File: config.mk
export PLATFORM = sky130hd
export DESIGN_NAME = fetch_unit_flat
export DESIGN_NICKNAME = d
export VERILOG_FILES = /design/src/rtl/fetch_unit_pkg.sv /design/src/rtl/fetch_unit_if.sv /design/src/rtl/fetch_unit_buffer.sv /design/src/rtl/fetch_unit.sv /design/src/flat_wrapper.sv
export SDC_FILE = /design/constraint.sdc
export NUM_CORES = 1
export LEC_CHECK = 0
export ABC_AREA = 0
export CAP_MARGIN = 5
export CORE_AREA = 2 2 228 185
export DETAILED_ROUTE_END_ITERATION = 10
export DIE_AREA = 0 0 230 187
export GPL_TIMING_DRIVEN = 0
export PLACE_DENSITY = 0.63
export SYNTH_ARGS = -nofsm -noshare
export SYNTH_HDL_FRONTEND = slang
export SYNTH_SLANG_ARGS = --single-unit
File: constraint.sdc
create_clock -name clk -period 4.6 [get_ports clk]
set_input_delay 0.92 -clock clk [delete_from_list [all_inputs] [get_ports clk]]
set_output_delay 0.92 -clock clk [all_outputs]
set_load 0.005 [all_outputs]
File: src/rtl/fetch_unit_pkg.sv
// Shared types for the fetch front end: buffer entry layout and fetch FSM states.
// With FETCH_ADDR_CHECK_EN defined the FSM gains the HALT state entered after a misaligned redirect.
package fetch_unit_pkg;

    localparam logic [31:0] DEFAULT_RESET_PC = 32'hBFC0_0000;

    typedef struct packed {
        logic [31:0] pc;
        logic [31:0] inst;
        logic        exc_adel;
    } fetch_entry_t;

`ifdef FETCH_ADDR_CHECK_EN
    typedef enum logic [1:0] {REQ, WAIT, DROP, HALT} fetch_state_t;
`else
    typedef enum logic [1:0] {REQ, WAIT, DROP} fetch_state_t;
`endif

    function automatic fetch_entry_t make_entry(input logic [31:0] pc, input logic [31:0] inst,
                                                input logic exc_adel);
        fetch_entry_t e;
        e.pc       = pc;
        e.inst     = inst;
        e.exc_adel = exc_adel;
        return e;
    endfunction

endpackage

File: src/rtl/fetch_unit_if.sv
// Fetch unit bus bundle: instruction-memory request/response, back-end redirect and issue-queue push.
// master = fetch unit side, slave = memory / back-end / issue-queue side.
interface fetch_unit_if #(
    parameter int IQ_ADDR_W = 3
);
    import fetch_unit_pkg::*;

    logic                 imem_req_valid;
    logic                 imem_req_ready;
    logic [31:0]          imem_req_addr;
    logic                 imem_resp_valid;
    logic [63:0]          imem_resp_data;
    logic                 redirect_valid;
    logic [31:0]          redirect_pc;
    logic [IQ_ADDR_W-1:0] iq_size_left;
    fetch_entry_t [1:0]   iq_push_data;
    logic [1:0]           iq_push_number;

    modport master (
        output imem_req_valid, imem_req_addr, iq_push_data, iq_push_number,
        input  imem_req_ready, imem_resp_valid, imem_resp_data, redirect_valid, redirect_pc,
               iq_size_left
    );

    modport slave (
        input  imem_req_valid, imem_req_addr, iq_push_data, iq_push_number,
        output imem_req_ready, imem_resp_valid, imem_resp_data, redirect_valid, redirect_pc,
               iq_size_left
    );

endinterface

File: src/rtl/fetch_unit_buffer.sv
// Fetch buffer: FB_DEPTH-entry circular FIFO accepting 0-2 pushes and 0-2 pops per cycle.
// Flush empties it; a push in the flush cycle lands in the freshly emptied buffer.
module fetch_unit_buffer
    import fetch_unit_pkg::*;
#(
    parameter int  FB_DEPTH = 4,
    localparam int PTR_W    = $clog2(FB_DEPTH),
    localparam int CNT_W    = PTR_W + 1
) (
    input  logic               clk,
    input  logic               rst_n,
    input  logic               flush,
    input  logic [1:0]         push_num,
    input  fetch_entry_t [1:0] push_data,
    input  logic [1:0]         pop_num,
    output fetch_entry_t [1:0] head_data,
    output logic [CNT_W-1:0]   count
);

    fetch_entry_t     mem_q [FB_DEPTH];
    fetch_entry_t     mem_d [FB_DEPTH];
    logic [PTR_W-1:0] head_q, head_d;
    logic [PTR_W-1:0] tail_q, tail_d;
    logic [CNT_W-1:0] count_q, count_d;

    always_comb begin
        mem_d   = mem_q;
        head_d  = head_q + PTR_W'(pop_num);
        tail_d  = tail_q;
        count_d = count_q - CNT_W'(pop_num);
        if (flush) begin
            head_d  = '0;
            tail_d  = '0;
            count_d = '0;
        end
        for (int i = 0; i < 2; i++) begin
            if (i < int'(push_num)) begin
                mem_d[tail_d + PTR_W'(i)] = push_data[i];
            end
        end
        tail_d  = tail_d + PTR_W'(push_num);
        count_d = count_d + CNT_W'(push_num);
    end

    always_ff @(posedge clk or negedge rst_n) begin
        if (!rst_n) begin
            head_q  <= '0;
            tail_q  <= '0;
            count_q <= '0;
        end else begin
            head_q  <= head_d;
            tail_q  <= tail_d;
            count_q <= count_d;
        end
    end

    // Storage carries no reset; readers gate it with the count.
    always_ff @(posedge clk) begin
        mem_q <= mem_d;
    end

    assign head_data[0] = mem_q[head_q];
    assign head_data[1] = mem_q[head_q + PTR_W'(1)];
    assign count        = count_q;

endmodule

File: src/rtl/fetch_unit.sv
// Fetch unit: PC/FSM front end issuing 64-bit instruction fetches and feeding the issue queue.
// Optional FETCH_ADDR_CHECK_EN turns misaligned redirects into an exc_adel entry plus HALT.
module fetch_unit
    import fetch_unit_pkg::*;
#(
    parameter logic [31:0] RESET_PC  = DEFAULT_RESET_PC,
    parameter int          FB_DEPTH  = 4,
    parameter int          IQ_ADDR_W = 3
) (
    input logic          clk,
    input logic          rst_n,
    fetch_unit_if.master bus
);

    localparam int CNT_W = $clog2(FB_DEPTH) + 1;

    fetch_state_t         state_q, state_d;
    logic [31:0]          pc_q, pc_d;
    logic                 req_off_q, req_off_d;
    logic [CNT_W-1:0]     fb_count;
    logic [1:0]           fb_push_num;
    logic [1:0]           pop_num;
    fetch_entry_t [1:0]   fb_push_data;
    fetch_entry_t [1:0]   fb_head;
    logic                 fb_flush;
    logic                 handshake;
    logic                 resp;
    logic [31:0]          req_line;
    logic [31:0]          redir_pc;
    logic [IQ_ADDR_W-1:0] size_left;
    int                   avail;

`ifdef FETCH_ADDR_CHECK_EN
    assign redir_pc = bus.redirect_pc;
`else
    assign redir_pc = bus.redirect_pc & 32'hFFFF_FFFC;
`endif

    assign size_left = bus.iq_size_left;
    assign resp      = bus.imem_resp_valid;
    // pc has already advanced past the outstanding line while in WAIT
    assign req_line  = {pc_q[31:3] - 29'd1, 3'b000};

    assign bus.imem_req_addr  = {pc_q[31:3], 3'b000};
    assign bus.imem_req_valid = rst_n && (state_q == REQ) && (fb_count <= CNT_W'(FB_DEPTH - 2));
    assign handshake          = bus.imem_req_valid && bus.imem_req_ready;

    always_comb begin
        avail = 2;
        if (int'(fb_count) < avail) avail = int'(fb_count);
        if (int'(size_left) < avail) avail = int'(size_left);
        pop_num = bus.redirect_valid ? 2'd0 : 2'(avail);
    end

    always_comb begin
        bus.iq_push_data = '0;
        for (int i = 0; i < 2; i++) begin
            if (i < int'(pop_num)) bus.iq_push_data[i] = fb_head[i];
        end
    end

    assign bus.iq_push_number = pop_num;

    always_comb begin
        state_d      = state_q;
        pc_d         = pc_q;
        req_off_d    = req_off_q;
        fb_flush     = 1'b0;
        fb_push_num  = 2'd0;
        fb_push_data = '0;
        case (state_q)
            REQ: begin
                if (handshake) begin
                    req_off_d = pc_q[2];
                    pc_d      = {pc_q[31:3] + 29'd1, 3'b000};
                    state_d   = WAIT;
                end
            end
            WAIT: begin
                if (resp) begin
                    state_d = REQ;
                    if (req_off_q) begin
                        fb_push_num     = 2'd1;
                        fb_push_data[0] = make_entry(req_line + 32'd4, bus.imem_resp_data[63:32], 1'b0);
                    end else begin
                        fb_push_num     = 2'd2;
                        fb_push_data[0] = make_entry(req_line, bus.imem_resp_data[31:0], 1'b0);
                        fb_push_data[1] = make_entry(req_line + 32'd4, bus.imem_resp_data[63:32], 1'b0);
                    end
                end
            end
            DROP: begin
                if (resp) state_d = REQ;
            end
            default: ;
        endcase

        if (bus.redirect_valid) begin
            pc_d         = redir_pc;
            fb_flush     = 1'b1;
            fb_push_num  = 2'd0;
            fb_push_data = '0;
            // A response arriving with the redirect settles the owed one, so no DROP is needed.
            if (state_q == WAIT || state_q == DROP) state_d = resp ? REQ : DROP;
            else if (state_q == REQ && handshake)   state_d = DROP;
            else                                    state_d = REQ;
`ifdef FETCH_ADDR_CHECK_EN
            if (redir_pc[1:0] != 2'b00) begin
                state_d         = HALT;
                fb_push_num     = 2'd1;
                fb_push_data[0] = make_entry(redir_pc, 32'd0, 1'b1);
            end
`endif
        end
    end

    always_ff @(posedge clk or negedge rst_n) begin
        if (!rst_n) begin
            state_q   <= REQ;
            pc_q      <= RESET_PC;
            req_off_q <= 1'b0;
        end else begin
            state_q   <= state_d;
            pc_q      <= pc_d;
            req_off_q <= req_off_d;
        end
    end

    fetch_unit_buffer #(
        .FB_DEPTH (FB_DEPTH)
    ) u_buffer (
        .clk       (clk),
        .rst_n     (rst_n),
        .flush     (fb_flush),
        .push_num  (fb_push_num),
        .push_data (fb_push_data),
        .pop_num   (pop_num),
        .head_data (fb_head),
        .count     (fb_count)
    );

endmodule

File: src/flat_wrapper.sv
// flat-port wrapper written by rule: the top's interface ports become plain ports
module fetch_unit_flat import fetch_unit_pkg::*;
#(
    parameter logic [31:0] RESET_PC  = DEFAULT_RESET_PC,
    parameter int          FB_DEPTH  = 4,
    parameter int          IQ_ADDR_W = 3
)
  (clk, rst_n, bus_imem_req_valid, bus_imem_req_addr, bus_iq_push_data, bus_iq_push_number, bus_imem_req_ready, bus_imem_resp_valid, bus_imem_resp_data, bus_redirect_valid, bus_redirect_pc, bus_iq_size_left);
  fetch_unit_if #(.IQ_ADDR_W(IQ_ADDR_W)) bus_i ();
  input logic clk;
  input logic rst_n;
  output wire logic [$bits(bus_i.imem_req_valid)-1:0] bus_imem_req_valid;
  output wire logic [$bits(bus_i.imem_req_addr)-1:0] bus_imem_req_addr;
  output wire logic [$bits(bus_i.iq_push_data)-1:0] bus_iq_push_data;
  output wire logic [$bits(bus_i.iq_push_number)-1:0] bus_iq_push_number;
  input wire logic [$bits(bus_i.imem_req_ready)-1:0] bus_imem_req_ready;
  input wire logic [$bits(bus_i.imem_resp_valid)-1:0] bus_imem_resp_valid;
  input wire logic [$bits(bus_i.imem_resp_data)-1:0] bus_imem_resp_data;
  input wire logic [$bits(bus_i.redirect_valid)-1:0] bus_redirect_valid;
  input wire logic [$bits(bus_i.redirect_pc)-1:0] bus_redirect_pc;
  input wire logic [$bits(bus_i.iq_size_left)-1:0] bus_iq_size_left;
  assign bus_imem_req_valid = bus_i.imem_req_valid;
  assign bus_imem_req_addr = bus_i.imem_req_addr;
  assign bus_iq_push_data = bus_i.iq_push_data;
  assign bus_iq_push_number = bus_i.iq_push_number;
  assign bus_i.imem_req_ready = bus_imem_req_ready;
  assign bus_i.imem_resp_valid = bus_imem_resp_valid;
  assign bus_i.imem_resp_data = bus_imem_resp_data;
  assign bus_i.redirect_valid = bus_redirect_valid;
  assign bus_i.redirect_pc = bus_redirect_pc;
  assign bus_i.iq_size_left = bus_iq_size_left;
  fetch_unit #(.RESET_PC(RESET_PC), .FB_DEPTH(FB_DEPTH), .IQ_ADDR_W(IQ_ADDR_W)) u_core (.clk(clk), .rst_n(rst_n), .bus(bus_i));
endmodule
==> Yosys cells after proc, flatten, opt, wreduce, memory -nomap -nowiden <==
Index checks and enable logic that the tools add are counted.
{ "totals": {"ff_bits": 302, "inputBits": 104} }
{ "op_classes": {"add_sub_neg": 9, "order_cmp": 13, "eq_ne": 4, "n_mux": 42, "n_bitwise": 4, "n_reduce_logical": 15} }
{ "ops": {"columns": ["operator", "n"], "rows": [
  ["two-way mux 65 bit", 10],
  ["bitwise mux 260 bit", 2],
  ["two-way mux 260 bit", 2],
  ["two-way mux 130 bit", 3],
  ["binary-select mux 65 bit (select 2 bit)", 2],
  ["demux 65 bit (select 2 bit)", 2],
  ["two-way mux 32 bit", 3],
  ["adder 32 x 3 -> 32 bit (second input constant)", 1],
  ["adder 29 x 1 -> 29 bit (second input constant)", 1],
  ["subtractor 29 x 1 -> 29 bit (second input constant)", 1],
  ["two-way mux 2 bit", 14],
  [">= comparator 3 bit (second input constant)", 4],
  ["NOT 2 -> 3 bit", 4],
  ["less-than comparator 1 x 2 -> 1 bit (first input constant)", 4],
  ["logical AND 1 bit", 6],
  ["less-than comparator 3 x 1 -> 1 bit (second input constant)", 2],
  ["two-way mux 3 bit", 2],
  ["adder 2 x 1 -> 2 bit (second input constant)", 2],
  ["adder 2 bit", 2],
  ["one-hot mux 2 bit (2 select lines)", 1],
  ["AND reduction 2 bit", 2],
  ["nonzero test 2 bit", 2],
  ["adder 3 x 2 -> 3 bit", 1],
  ["less-or-equal comparator 3 x 2 -> 1 bit (second input constant)", 1],
  ["13 further kinds", 13]
]} }

==> Depth between registers and ports, before layout <==
Gate-level depths: netlist of the first run.
{ "depth": {"word_depth": 11, "depth_mapped": 12, "mapped_depth_nobuf": 12} }

==> Modules after synthesis <==
From an unflattened synthesis of the first run, not the netlist that was laid out.
{ "unflattened": {"hier_cells": 2309, "hier_area_um2": 20348.3} }
{ "modules_own_cells": {"columns": ["mod", "n_inst", "cells_per_inst", "area_each_um2", "seq_area_each_um2"], "rows": [
  ["fetch_unit_buffer", 1, 1624, 15569.9, 5380.2],
  ["fetch_unit", 1, 685, 4778.3, 837.1]
]} }

==> Least setup slack after synthesis of the first run <==
Ideal clock, no wire load.
{ "synth_timing": {"path_type": "in2reg", "start": "input port bus_iq_size_left[2]", "end": "register u_core.u_buffer.count_q[2] (netlist: u_core.u_buffer.count[2])", "setup_ns": 0.123, "t_arrival_ns": 3.376, "required_ns": 4.477, "slack_ns": 1.101, "cell_stages": 11, "path_buffers": 2, "path_cell_list": "ha_1 o21ai_0 a221oi_1 o21ai_1 nand2b_1 clkbuf_2 buf_1 fa_1 nand2_1 fa_1 xnor2_1"} }
{ "synth_via": {"elab_chain_len": 6} }
{ "synth_rtl": {"columns": ["item", "line_no", "text"], "rows": [
  ["from (decl)", "flat_wrapper.sv:21", "input wire logic [$bits(bus_i.iq_size_left)-1:0] bus_iq_size_left;"],
  ["less-than comparator 3 bit", "fetch_unit.sv:51", "if (int'(size_left) < avail) avail = int'(size_left);"],
  ["two-way mux 2 bit", "fetch_unit.sv:51", null],
  ["two-way mux 2 bit", "fetch_unit.sv:52", "pop_num = bus.redirect_valid ? 2'd0 : 2'(avail);"],
  ["subtractor 3 x 2 -> 3 bit", "fetch_unit_buffer.sv:30", "count_d = count_q - CNT_W'(pop_num);"],
  ["two-way mux 3 bit", "fetch_unit_buffer.sv:31", "if (flush) begin"],
  ["adder 3 x 2 -> 3 bit", "fetch_unit_buffer.sv:42", "count_d = count_d + CNT_W'(push_num);"],
  ["via u_core.u_buffer.count_d[2]", "fetch_unit_buffer.sv:24", "logic [CNT_W-1:0] count_q, count_d;"],
  ["to (signal assigned)", "fetch_unit_buffer.sv:53", "count_q <= count_d;"],
  ["to (decl)", "fetch_unit_buffer.sv:24", null]
]} }
The timed path passes the listed nets, and every way through them passes these cells.
A chain may end at the register's enable or synchronous reset.

==> Worst setup path in the final report of the first run <==
{ "layout_timing": {"start": "register u_core.u_buffer.head_q[1]", "end": "output port bus_iq_push_data[37]"} }
{ "layout_via": {"elab_chain_len": 5} }
{ "layout_rtl": {"columns": ["item", "line_no", "text"], "rows": [
  ["from (decl)", "fetch_unit_buffer.sv:22", "logic [PTR_W-1:0] head_q, head_d;"],
  ["from (signal assigned)", "fetch_unit_buffer.sv:47", "head_q <= '0;"],
  ["from (signal assigned)", "fetch_unit_buffer.sv:51", "head_q <= head_d;"],
  ["NOT 2 -> 3 bit (implied by the code)", "fetch_unit_buffer.sv:62", "assign head_data[0] = mem_q[head_q];"],
  ["binary-select mux 65 bit (select 2 bit)", "fetch_unit_buffer.sv:62", null],
  ["two-way mux 65 bit (implied by the code) (2 in a row)", "fetch_unit_buffer.sv:62", null],
  ["two-way mux 65 bit", "fetch_unit.sv:58", "if (i < int'(pop_num)) bus.iq_push_data[i] = fb_head[i];"],
  ["to (decl)", "flat_wrapper.sv:14", "output wire logic [$bits(bus_i.iq_push_data)-1:0] bus_iq_push_data;"]
]} }
No other way between the ends. The select of a mux whose other input is x is not followed.

==> results.py, run 1 <==
metrics = {
    "placement": {
        "dp.cells": 2474,
        "port_buffers": 263,
        "place_hpwl_mm": 41.4,
        "pre_cts_slack_ns": -0.751,
        "gp_congestion": 0.887,
        "placed_area_um2": 19400,
    },
    "flow_run": {
        "drv_cap": 0,
    },
    "sta": {
        "slew_headroom_pct": 36.6,
        "finClkSkew_ns": 0.0239,
        "rsz0062_at_grt": "false",
        "setup_ws_ns": 0.0590,
        "tns_ns": 0,
        "worstMarginPinSlew_ns": 0.951,
        "finalHoldViolations": 0,
        "finalCriticalPeriod_ns": 4.54,
        "finalCritPeriodShare_pct": 98.7,
        "max_clock_freq_mhz": 220,
        "drv_slew": 0,
        "setup_viol": 0,
        "hold-worst-slack_ns": 0.317,
    },
    "synth": {
        "ys_ff_latch": 300,
        "async_flop_share_pct": 13.3,
        "synth_area_leaders": "dfxtp_1 32%, mux4_2 18%, a21oi_1 6.0%",
        "synth_edf_count": 0,
        "synth_cell_types": 58,
        "yosysWarnings": 0,
        "synth.most_common_cell": "dfxtp_1",
        "ys.flop_type": "dfxtp_1",
        "yosysTopAreaCell": "dfxtp_1",
        "netlist_area_um2": 16100,
        "synthTopCellsByCount": "260 x dfxtp_1, 193 x a21oi_1, 148 x nand2_1",
        "netlist_instances": 1656,
        "seq_area_frac_synth_pct": 38.7,
        "synth_top_area_share_pct": 32.4,
        "syn_avg_cell_area_um2": 9.70,
    },
    "critical_path": {
        "arrival_ns": 3.62,
        "critPathSlowestCell": "clkbuf_1",
        "critPathMaxFanout": 10,
        "cp_top_family": "buffers and inverters",
        "crit_type": "flop to output pin",
        "cp_common_cell": "clkbuf_1",
        "cp-end-kind": "output pin",
        "crit_path_start_kind": "flop",
        "cpPeakStageDelay_ns": 0.66,
        "crit_buf_inv": 4,
        "crit_chain": "clkbuf_1, clkbuf_1, clkbuf_1, mux4_2, nor2b_2, clkdlybuf4s50_1",
        "cp.required_ns": 3.68,
    },
    "clock_tree": {
        "postCtsHoldBufs": 0,
        "clockBufferDepth": 3,
        "clkSlewWorstSetupHoldPaths_ns": 0.06,
        "clkLatencyLatePin_ns": 0.54,
        "cts.sinks": 300,
        "numCtsBuffers": 34,
        "root_buffer": "clkbuf_16",
        "cts_tree": "built",
        "cts.htree.levels": 2,
    },
    "grt": {
        "antenna_found_initial": 1,
        "grt_usage_pct": 25.5,
        "grt_overflow": 0,
        "grt_pass1_vias": 14981,
        "grt_max_degree": 29,
        "grt_pass1_wl_mm": 86.0,
    },
    "final_layout": {
        "drive_gt1_share_pct": 17.5,
        "diodes": 0,
        "syn_to_final_growth_pct": 29.1,
        "nNetsFinal": 2076,
        "stdcell_count": 2537,
        "stdcell_area_um2": 20700,
    },
    "hold_path": {
        "hp-class": "input port to async pin",
    },
    "drt": {
        "via_per_inst": 5.87,
        "drt_iter0_drc": 1463,
        "vias": 14894,
        "wl_mm": 56.9,
        "routedWlPerCell_um": 22.4,
        "first_pass_iters": 5,
        "drcViolationCount": 0,
        "antenna_left": 0,
    },
    "die": {
        "fp-row-count": 67,
        "initial_core_util_pct": 39.1,
        "die_x_um": 230,
        "pin_count": 269,
        "die_area_um2": 43000,
        "core_area_um2": 41100,
        "die_h_um": 187,
    },
    "power": {
        "p_leak_nw": 7.41,
        "ir_worst_vdd_mv": 0.258,
        "p_per_area_nw_per_um2": 533,
    },
    "outcome": {
        "status": "completed",
    },
}
-- worst paths after layout --
kind | startpoint | to | slack [ns] | cells past startpoint
hold reg to reg | u_core.u_buffer.mem_q[109] | u_core.u_buffer.mem_q[109] | 0.48 | 2
setup reg to reg | u_core.u_buffer.count[1] | u_core.u_buffer.count[2] | 1.07 | 12
min in group clk | u_core.u_buffer.mem_q[109] | u_core.u_buffer.mem_q[109] | 0.48 | 2
max in group asynchronous | rst_n | u_core.pc_q[31] | 3.73 | 2
hold / removal | rst_n | u_core.pc_q[14] | 0.32 | 1
setup / recovery | u_core.u_buffer.head_q[1] | bus_iq_push_data[37] | 0.06 | 6
-- cell usage in the layout, fill, tap and decap left out, types with 14 or more instances in the layout --
master,instances
nor2_1,92
buf_4,39
and2_1,14
mux2_2,33
and2b_1,16
mux4_2,130
o21ai_0,82
nand2_1,148
clkbuf_1,91
a21oi_1,193
nor3_1,19
o22ai_1,128
nor2b_1,106
nand3_1,19
inv_1,20
dfrtp_1,31
clkbuf_16,34
xnor2_1,46
clkdlybuf4s50_1,258
buf_2,31
dfxtp_1,260
-- metal layers --
layer,vias to the layer above,global-route usage [%],wire length (um)
li1,6602,-,-
met3,136,5.08,4780
met1,7373,35.9,24700
met4,2,9.21,1770
met5,-,0,11
met2,781,38.9,25600
-- kinds of logic after synthesis --
logic type,after synthesis,share of synthesized area (%)
AND/OR/NAND/NOR,494,16.1
AO/OA/AOI/OAI,428,14.6
flip-flops,300,38.7
buffers and inverters,197,5.69
multiplexers,164,20.6
XOR/XNOR,59,3.22
adder cells (fa/ha/maj),12,1.03
other,2,0.0468
-- cell type report --
class,count,area [um2]
Buffer,176,896
Clock buffer,46,956
Clock inverter,15,178
Fill cell,3787,20300
Inverter,20,75.1
Multi-Input combinational cell,1161,9040
Sequential cell,300,6220
Tap cell,552,691
Timing Repair Buffer,267,2670
-- flip-flops by register name (all words and copies together) (netlist names) --
| name | cells |
|---|---|
| u_core.u_buffer.head_q | 2 |
| u_core.state_q | 2 |
| u_core.pc_q | 30 |
| u_core.u_buffer.count | 3 |
| u_core.req_off_q | 1 |
| u_core.u_buffer.tail_q | 2 |
| u_core.u_buffer.mem_q | 260 |
-- per-stage QoR --
| step | power [mW] | util [%] |
|---|---|---|
| 3_3_place_gp | 8.04 | 47.2 |
| 3_5_place_dp | 8.18 | 47.2 |
| 6_report | 11.0 | 50.5 |
| 2_1_floorplan | 6.54 | - |
| 5_1_grt | 11.6 | 50.5 |
| 4_1_cts | 11.0 | 50.4 |
-- power breakdown --
part           switching [mW]  internal (mW)  total, mW
logic                    1.99           2.43       4.42
registers               0.555           3.33       3.88
clock network            1.16           1.59       2.75
total                    3.70           7.35       11.0
-- what timing repair did --
item                                    4_1_cts  5_1_grt
setup buffers                                 2        1
endpoints found under the setup margin      122      118
pin swaps                                     2        0
resized for setup                            47       16
No activity file was read; power rests on OpenSTA's default activity.
==> run 2: changes to the inputs <==
--- a/config.mk
+++ b/config.mk
@@ -11,7 +11,7 @@
 export DETAILED_ROUTE_END_ITERATION = 10
 export DIE_AREA = 0 0 230 187
 export GPL_TIMING_DRIVEN = 0
-export PLACE_DENSITY = 0.63
+export PLACE_DENSITY_LB_ADDON = 0.08
 export SYNTH_ARGS = -nofsm -noshare
 export SYNTH_HDL_FRONTEND = slang
 export SYNTH_SLANG_ARGS = --single-unit
==> run 2 against run 1 <==
Against the previous run:
- sequential power barely moved
- core utilization is essentially flat
- cell area barely moved
- global-route usage is 0.40 points higher
- setup slack improved by 0.036 ns
- via count is 2.2% lower
- maximum frequency increased by 0.81%
- critical path type is now input port to output pin
- largest power group unchanged
==> results.py, run 2 (synthesis results as in run 1) <==
metrics = {
    "outcome": {
        "status": "completed",
    },
    "grt": {
        "antenna_found_initial": 0,
        "grt_usage_pct": 25.9,
        "grt_pass1_vias": 14307,
        "grt_max_degree": 32,
        "grt_pass1_wl_mm": 86.5,
        "grt_overflow": 0,
    },
    "die": {
        "initial_core_util_pct": 39.1,
        "core_area_um2": 41100,
        "fp-row-count": 67,
        "die_h_um": 187,
        "pin_count": 269,
        "die_x_um": 230,
        "die_area_um2": 43000,
    },
    "drt": {
        "via_per_inst": 5.75,
        "first_pass_iters": 7,
        "wl_mm": 57.3,
        "drcViolationCount": 0,
        "routedWlPerCell_um": 22.6,
        "antenna_left": 0,
        "vias": 14569,
        "drt_iter0_drc": 1244,
    },
    "power": {
        "p_leak_nw": 7.40,
        "ir_worst_vdd_mv": 0.273,
        "totalPowerFinal_mw": 11.1,
        "p_per_area_nw_per_um2": 533,
    },
    "sta": {
        "hold-worst-slack_ns": 0.283,
        "tns_ns": 0,
        "max_clock_freq_mhz": 222,
        "setup_viol": 0,
        "finalHoldViolations": 0,
        "finalCritPeriodShare_pct": 97.9,
        "finalCriticalPeriod_ns": 4.50,
        "setup_ws_ns": 0.0953,
        "slew_headroom_pct": 37.4,
        "worstMarginPinSlew_ns": 0.939,
        "drv_slew": 0,
        "finClkSkew_ns": 0.0162,
    },
    "critical_path": {
        "arrival_ns": 3.58,
        "reg2reg_from": "u_core.u_buffer.count[1]",
        "cp.required_ns": 3.68,
        "crit_path_start_kind": "input port",
        "cp-end-kind": "output pin",
        "crit_type": "input port to output pin",
        "critPathMaxFanout": 10,
        "startpoint": "bus_iq_size_left[0]",
    },
    "clock_tree": {
        "clkSlewWorstSetupHoldPaths_ns": 0.06,
        "root_buffer": "clkbuf_16",
        "cts_tree": "built",
        "clkLatencyLatePin_ns": 0.53,
        "clockBufferDepth": 3,
        "cts.sinks": 300,
        "cts.htree.levels": 2,
        "postCtsHoldBufs": 0,
        "numCtsBuffers": 34,
    },
    "final_layout": {
        "largest-register": "u_core.u_buffer.mem_q",
        "drive_gt1_share_pct": 17.6,
        "utilization_pct": 50.5,
        "largest_reg_flops": 260,
        "layout_commonest_cell": "clkdlybuf4s50_1",
        "fill_cells": 3891,
        "stdcell_area_um2": 20700,
        "layout_common_cells": "261 x clkdlybuf4s50_1, 260 x dfxtp_1, 192 x a21oi_1, 148 x nand2_1, 130 x mux4_2",
        "diodes": 0,
        "stdcell_count": 2533,
        "syn_to_final_growth_pct": 29.1,
        "nNetsFinal": 2076,
    },
    "placement": {
        "pre_cts_slack_ns": -0.719,
        "place_hpwl_mm": 41.7,
        "port_buffers": 263,
        "dp.cells": 2474,
        "gp_congestion": 0.852,
        "placed_area_um2": 19400,
    },
    "hold_path": {
        "hp-class": "input port to async pin",
    },
    "flow_run": {
        "drv_cap": 0,
    },
}
-- run 2: cell count changes in the layout (fill, tap and decap cells not counted), moves of 2 or more --
| cell | change |
|---|---|
| buf_6 | -2 |
| clkbuf_2 | -2 |
| clkbuf_4 | +3 |
| clkdlybuf4s50_1 | +3 |
| clkinv_2 | -4 |
| clkinv_8 | -2 |
| dlygate4sd2_1 | -2 |
| nor2b_1 | -2 |
-- run 2: worst paths after layout --
path                                               to  cells after the start  slack, ns
min in group clk           u_core.u_buffer.mem_q[128]                      2       0.46
hold reg to reg            u_core.u_buffer.mem_q[128]                      2       0.46
hold / removal                         u_core.pc_q[4]                      1       0.28
max in group asynchronous             u_core.pc_q[28]                      2       3.78
setup reg to reg             u_core.u_buffer.count[2]                     12       1.04
setup / recovery                 bus_iq_push_data[25]                     10        0.1
-- run 2: per-layer routing --
metal  GRT usage, %  part of all wire (%)
met1           37.9                    46
met2           38.4                    44
met3           5.64                   8.1
met4           7.39                   2.1
met5              0                     0
-- run 2: layout make-up --
cell class	instances	area, um2	share of cell area (%)
buffer	176	881	4.25
tap	552	691	3.33
timing repair buffer	267	2690	12.9
multi-input combinational	1161	9060	43.7
inverter	20	75.1	0.362
sequential	300	6220	30.0
clock buffer	48	1010	4.89
clock inverter	9	116	0.561
-- run 2: what timing repair did --
action,4_1_cts,5_1_grt
setup buffers,3,0
resized for setup,33,21
endpoints found under the setup margin,130,113
pin swaps,1,1
-- run 2: where the power goes --
group / total, mW / switching [mW] / internal, mW
logic: 4.40 / 1.97 / 2.43
clock network: 2.78 / 1.13 / 1.65
registers: 3.87 / 0.548 / 3.33
-- run 2: critical path, stage by stage --
cell	delay, ns
clkdlybuf4s50_1	0.50
nor4b_1	0.38
o21ai_2	0.13
nand3_1	0.11
o311ai_2	0.10
buf_4	0.19
buf_4	0.21
clkbuf_4	0.24
nor2b_1	0.24
clkdlybuf4s50_1	0.55
==> run 3: changes to the inputs <==
--- a/config.mk
+++ b/config.mk
@@ -6,12 +6,12 @@
 export NUM_CORES = 1
 export LEC_CHECK = 0
 export ABC_AREA = 0
-export CAP_MARGIN = 5
-export CORE_AREA = 2 2 228 185
+export CORE_AREA = 2 2 256 207
 export DETAILED_ROUTE_END_ITERATION = 10
-export DIE_AREA = 0 0 230 187
+export DIE_AREA = 0 0 258 209
 export GPL_TIMING_DRIVEN = 0
 export PLACE_DENSITY_LB_ADDON = 0.08
 export SYNTH_ARGS = -nofsm -noshare
 export SYNTH_HDL_FRONTEND = slang
+export SYNTH_HIERARCHICAL = 1
 export SYNTH_SLANG_ARGS = --single-unit
==> run 3 against run 2 <==
Against the previous run:
- the flow now finishes with violations (setup timing)
- combinational power decreased by 20%
- highest routed layer is now met5
- core utilization decreased by 1.0 points
- first-iteration DRC count increased by 110%
- hold slack improved by 0.050 ns
- via count increased by 44%
- synthesized cell count increased by 39%
- clock skew about the same
- routed wire length increased by 53%
- maximum frequency decreased by 2.5%
- total power decreased by 13%
- sequential power decreased by 15%
==> results.py, run 3 <==
metrics = {
    "critical_path": {
        "r2r_setup_slack_ns": 0.40,
        "critPathMaxFanout": 5,
        "reg2reg_from": "u_core/req_off_q",
        "crit_path_start_kind": "input port",
        "cp.required_ns": 3.68,
        "r2r_cells": 10,
        "crit_type": "input port to output pin",
        "cp-end-kind": "output pin",
        "reg2reg_to": "u_core/u_buffer/mem_q[8]",
        "arrival_ns": 3.70,
    },
    "outcome": {
        "status": "finished, violations left",
        "violations": "setup timing",
    },
    "synth": {
        "syn_avg_cell_area_um2": 8.81,
        "seq_area_frac_synth_pct": 30.6,
        "async_flop_share_pct": 13.3,
        "synth.most_common_cell": "dfxtp_1",
        "synthMuxAreaShare_pct": 16.3,
        "synth_area_leaders": "dfxtp_1 26%, mux4_2 14%, nand2_1 4.5%",
        "yosysWarnings": 6,
        "synth_top_area_share_pct": 25.6,
        "yosysTopAreaCell": "dfxtp_1",
        "synth_top_family_by_area": "simple AND/OR/NAND/NOR gates",
        "synth_simple_gate_area_share_pct": 22.9,
        "netlist_area_um2": 20300,
        "synth_cell_types": 65,
        "netlist_instances": 2309,
        "synth-compound-area-share_pct": 19.2,
        "synth-adder-area-share_pct": 0.750,
        "ys.flop_type": "dfxtp_1",
        "ys_ff_latch": 300,
        "synthTopCellsByCount": "260 x dfxtp_1, 245 x nand2_1, 170 x nor2_1",
        "synth_edf_count": 0,
        "synth-xor-area-share_pct": 2.58,
    },
    "power": {
        "totalPowerFinal_mw": 9.60,
        "p_per_area_nw_per_um2": 375,
        "p_sw_share_pct": 35.2,
        "p_leak_nw": 9.48,
        "ir_worst_vdd_mv": 0.240,
        "clkPwrFrac_pct": 29.3,
        "seqPwrFrac_pct": 34.3,
        "internal_power_mw": 6.23,
        "p_comb_share_pct": 36.5,
        "switchingPower_mw": 3.37,
    },
    "clock_tree": {
        "cts.sinks": 300,
        "root_buffer": "clkbuf_16",
        "clockBufferDepth": 3,
        "clkLatencyLatePin_ns": 0.54,
        "cts.htree.levels": 2,
        "postCtsHoldBufs": 0,
        "clkSlewWorstSetupHoldPaths_ns": 0.06,
        "cts_tree": "built",
        "numCtsBuffers": 37,
    },
    "final_layout": {
        "layout_commonest_cell": "dfxtp_1",
        "layout_common_cells": "260 x dfxtp_1, 245 x nand2_1, 218 x clkdlybuf4s50_1, 169 x nor2_1, 143 x clkbuf_1",
        "utilization_pct": 49.5,
        "stdcell_count": 3358,
        "nNetsFinal": 2756,
        "largest-register": "u_core/u_buffer/mem_q",
        "largest_reg_flops": 260,
        "diodes": 0,
        "drive_gt1_share_pct": 15.2,
        "syn_to_final_growth_pct": 25.8,
    },
    "die": {
        "initial_core_util_pct": 39.4,
        "pin_count": 269,
        "core_area_um2": 51700,
        "die_x_um": 258,
        "die_h_um": 209,
        "die_area_um2": 53900,
        "fp-row-count": 75,
    },
    "flow_run": {
        "drv_cap": 0,
    },
    "grt": {
        "grt_overflow": 0,
        "grt_pass1_wl_mm": 129,
        "grt_max_degree": 25,
        "grt_pass1_vias": 20488,
        "antenna_found_initial": 0,
        "grt_usage_pct": 31.3,
    },
    "sta": {
        "hold-worst-slack_ns": 0.333,
        "max_clock_freq_mhz": 216,
        "finalHoldViolations": 0,
        "worstMarginPinSlew_ns": 1.22,
        "setup_ws_ns": -0.0199,
        "finClkSkew_ns": 0.0160,
        "finalCriticalPeriod_ns": 4.62,
        "rsz0062_at_grt": "true",
        "drv_slew": 0,
        "slew_headroom_pct": 18.5,
        "finalCritPeriodShare_pct": 100,
        "setup_viol": 1,
    },
    "drt": {
        "via_per_inst": 6.26,
        "antenna_left": 0,
        "wl_mm": 87.4,
        "routedWlPerCell_um": 26.0,
        "first_pass_iters": 6,
        "drcViolationCount": 0,
        "drt_iter0_drc": 2630,
        "vias": 21035,
    },
    "placement": {
        "dp.cells": 3292,
        "place_hpwl_mm": 61.0,
        "gp_congestion": 0.914,
        "port_buffers": 263,
        "pre_cts_slack_ns": -1.29,
    },
    "hold_path": {
        "hp-class": "input port to async pin",
    },
}
-- run 3: changes by cell type in the layout (fill, tap and decap cells not counted), moves of 52 or more --
cell	previous run	this run
a221o_1	1	65
buf_2	31	83
a32oi_1	0	65
nand2_1	148	245
o211ai_1	1	65
and2_1	14	98
a31oi_1	1	65
a21oi_1	192	70
nor2_1	92	169
o22ai_1	128	0
a2bb2oi_1	0	65
nand4b_1	1	68
clkbuf_1	91	143
nor3_1	19	88
-- run 3: repair_timing --
| item | 4_1_cts | 5_1_grt |
|---|---|---|
| cloned | 2 | 0 |
| pin swaps | 3 | 0 |
| setup endpoints to repair | 395 | 49 |
| gates resized for setup | 96 | 52 |
| setup buffers | 1 | 1 |
-- run 3: metrics by stage --
| stage | TNS, ns | area [um2] |
|---|---|---|
| finish | -0.0199 | 25600 |
| global route | -0.0791 | 25600 |
| CTS | 0 | 25400 |
| detailed placement | -345.20 | 24000 |
| global placement | -332.36 | 23900 |
| floorplan | 0 | 20400 |
-- run 3: worst max-delay path by stage --
stage | startpoint | to
finish | bus_iq_size_left[0] | bus_iq_push_data[2]
global route | bus_iq_size_left[0] | bus_iq_push_data[2]
CTS | bus_iq_size_left[0] | bus_iq_push_data[55]
detailed placement | bus_redirect_valid | u_core/u_buffer/count[1]
global placement | bus_redirect_valid | u_core/u_buffer/count[2]
floorplan | bus_iq_size_left[0] | u_core/u_buffer/count[2]
-- run 3: cell families after synthesis --
family,after synthesis
buffers and inverters,328
AO/OA/AOI/OAI,564
multiplexers,168
AND/OR/NAND/NOR,876
other,2
adder cells (fa/ha/maj),11
flip-flops,300
XOR/XNOR,60
-- run 3: power by group through the flow --
| stage | Sequential [mW] | Clock, mW | Combinational (mW) |
|---|---|---|---|
| floorplan | 3.19 | 0 | 2.03 |
| global placement | 3.28 | 0 | 3.18 |
| detailed placement | 3.30 | 0 | 3.22 |
| CTS | 3.25 | 2.83 | 3.46 |
| global route | 3.33 | 2.93 | 3.69 |
| finish | 3.29 | 2.81 | 3.50 |
-- run 3: worst max-delay path, stage by stage --
cell	delay (ns)
dlygate4sd2_1	0.27
or4b_1	0.52
a21o_1	0.22
a21oi_4	0.18
mux2_4	0.38
clkbuf_16	0.21
nor3b_1	0.41
clkdlybuf4s50_1	0.60
-- run 3: final cells by class --
cell class	instances	area, um2
Fill cell	4908	26100
Multi-Input combinational cell	1707	13000
Sequential cell	300	6220
Timing Repair Buffer	268	2750
Buffer	308	1610
Clock buffer	60	1090
Tap cell	693	867
Inverter	18	71.3
Clock inverter	3	15.0
Timing Repair inverter	1	5.00
-- run 3: per-layer routing --
layer	global-route usage (%)	wire, um	up-vias
met4	9.81	2490	2
li1	-	-	9210
met5	0.896	65	-
met2	46.5	38000	1333
met1	44.5	36500	10312
met3	7.92	10400	178
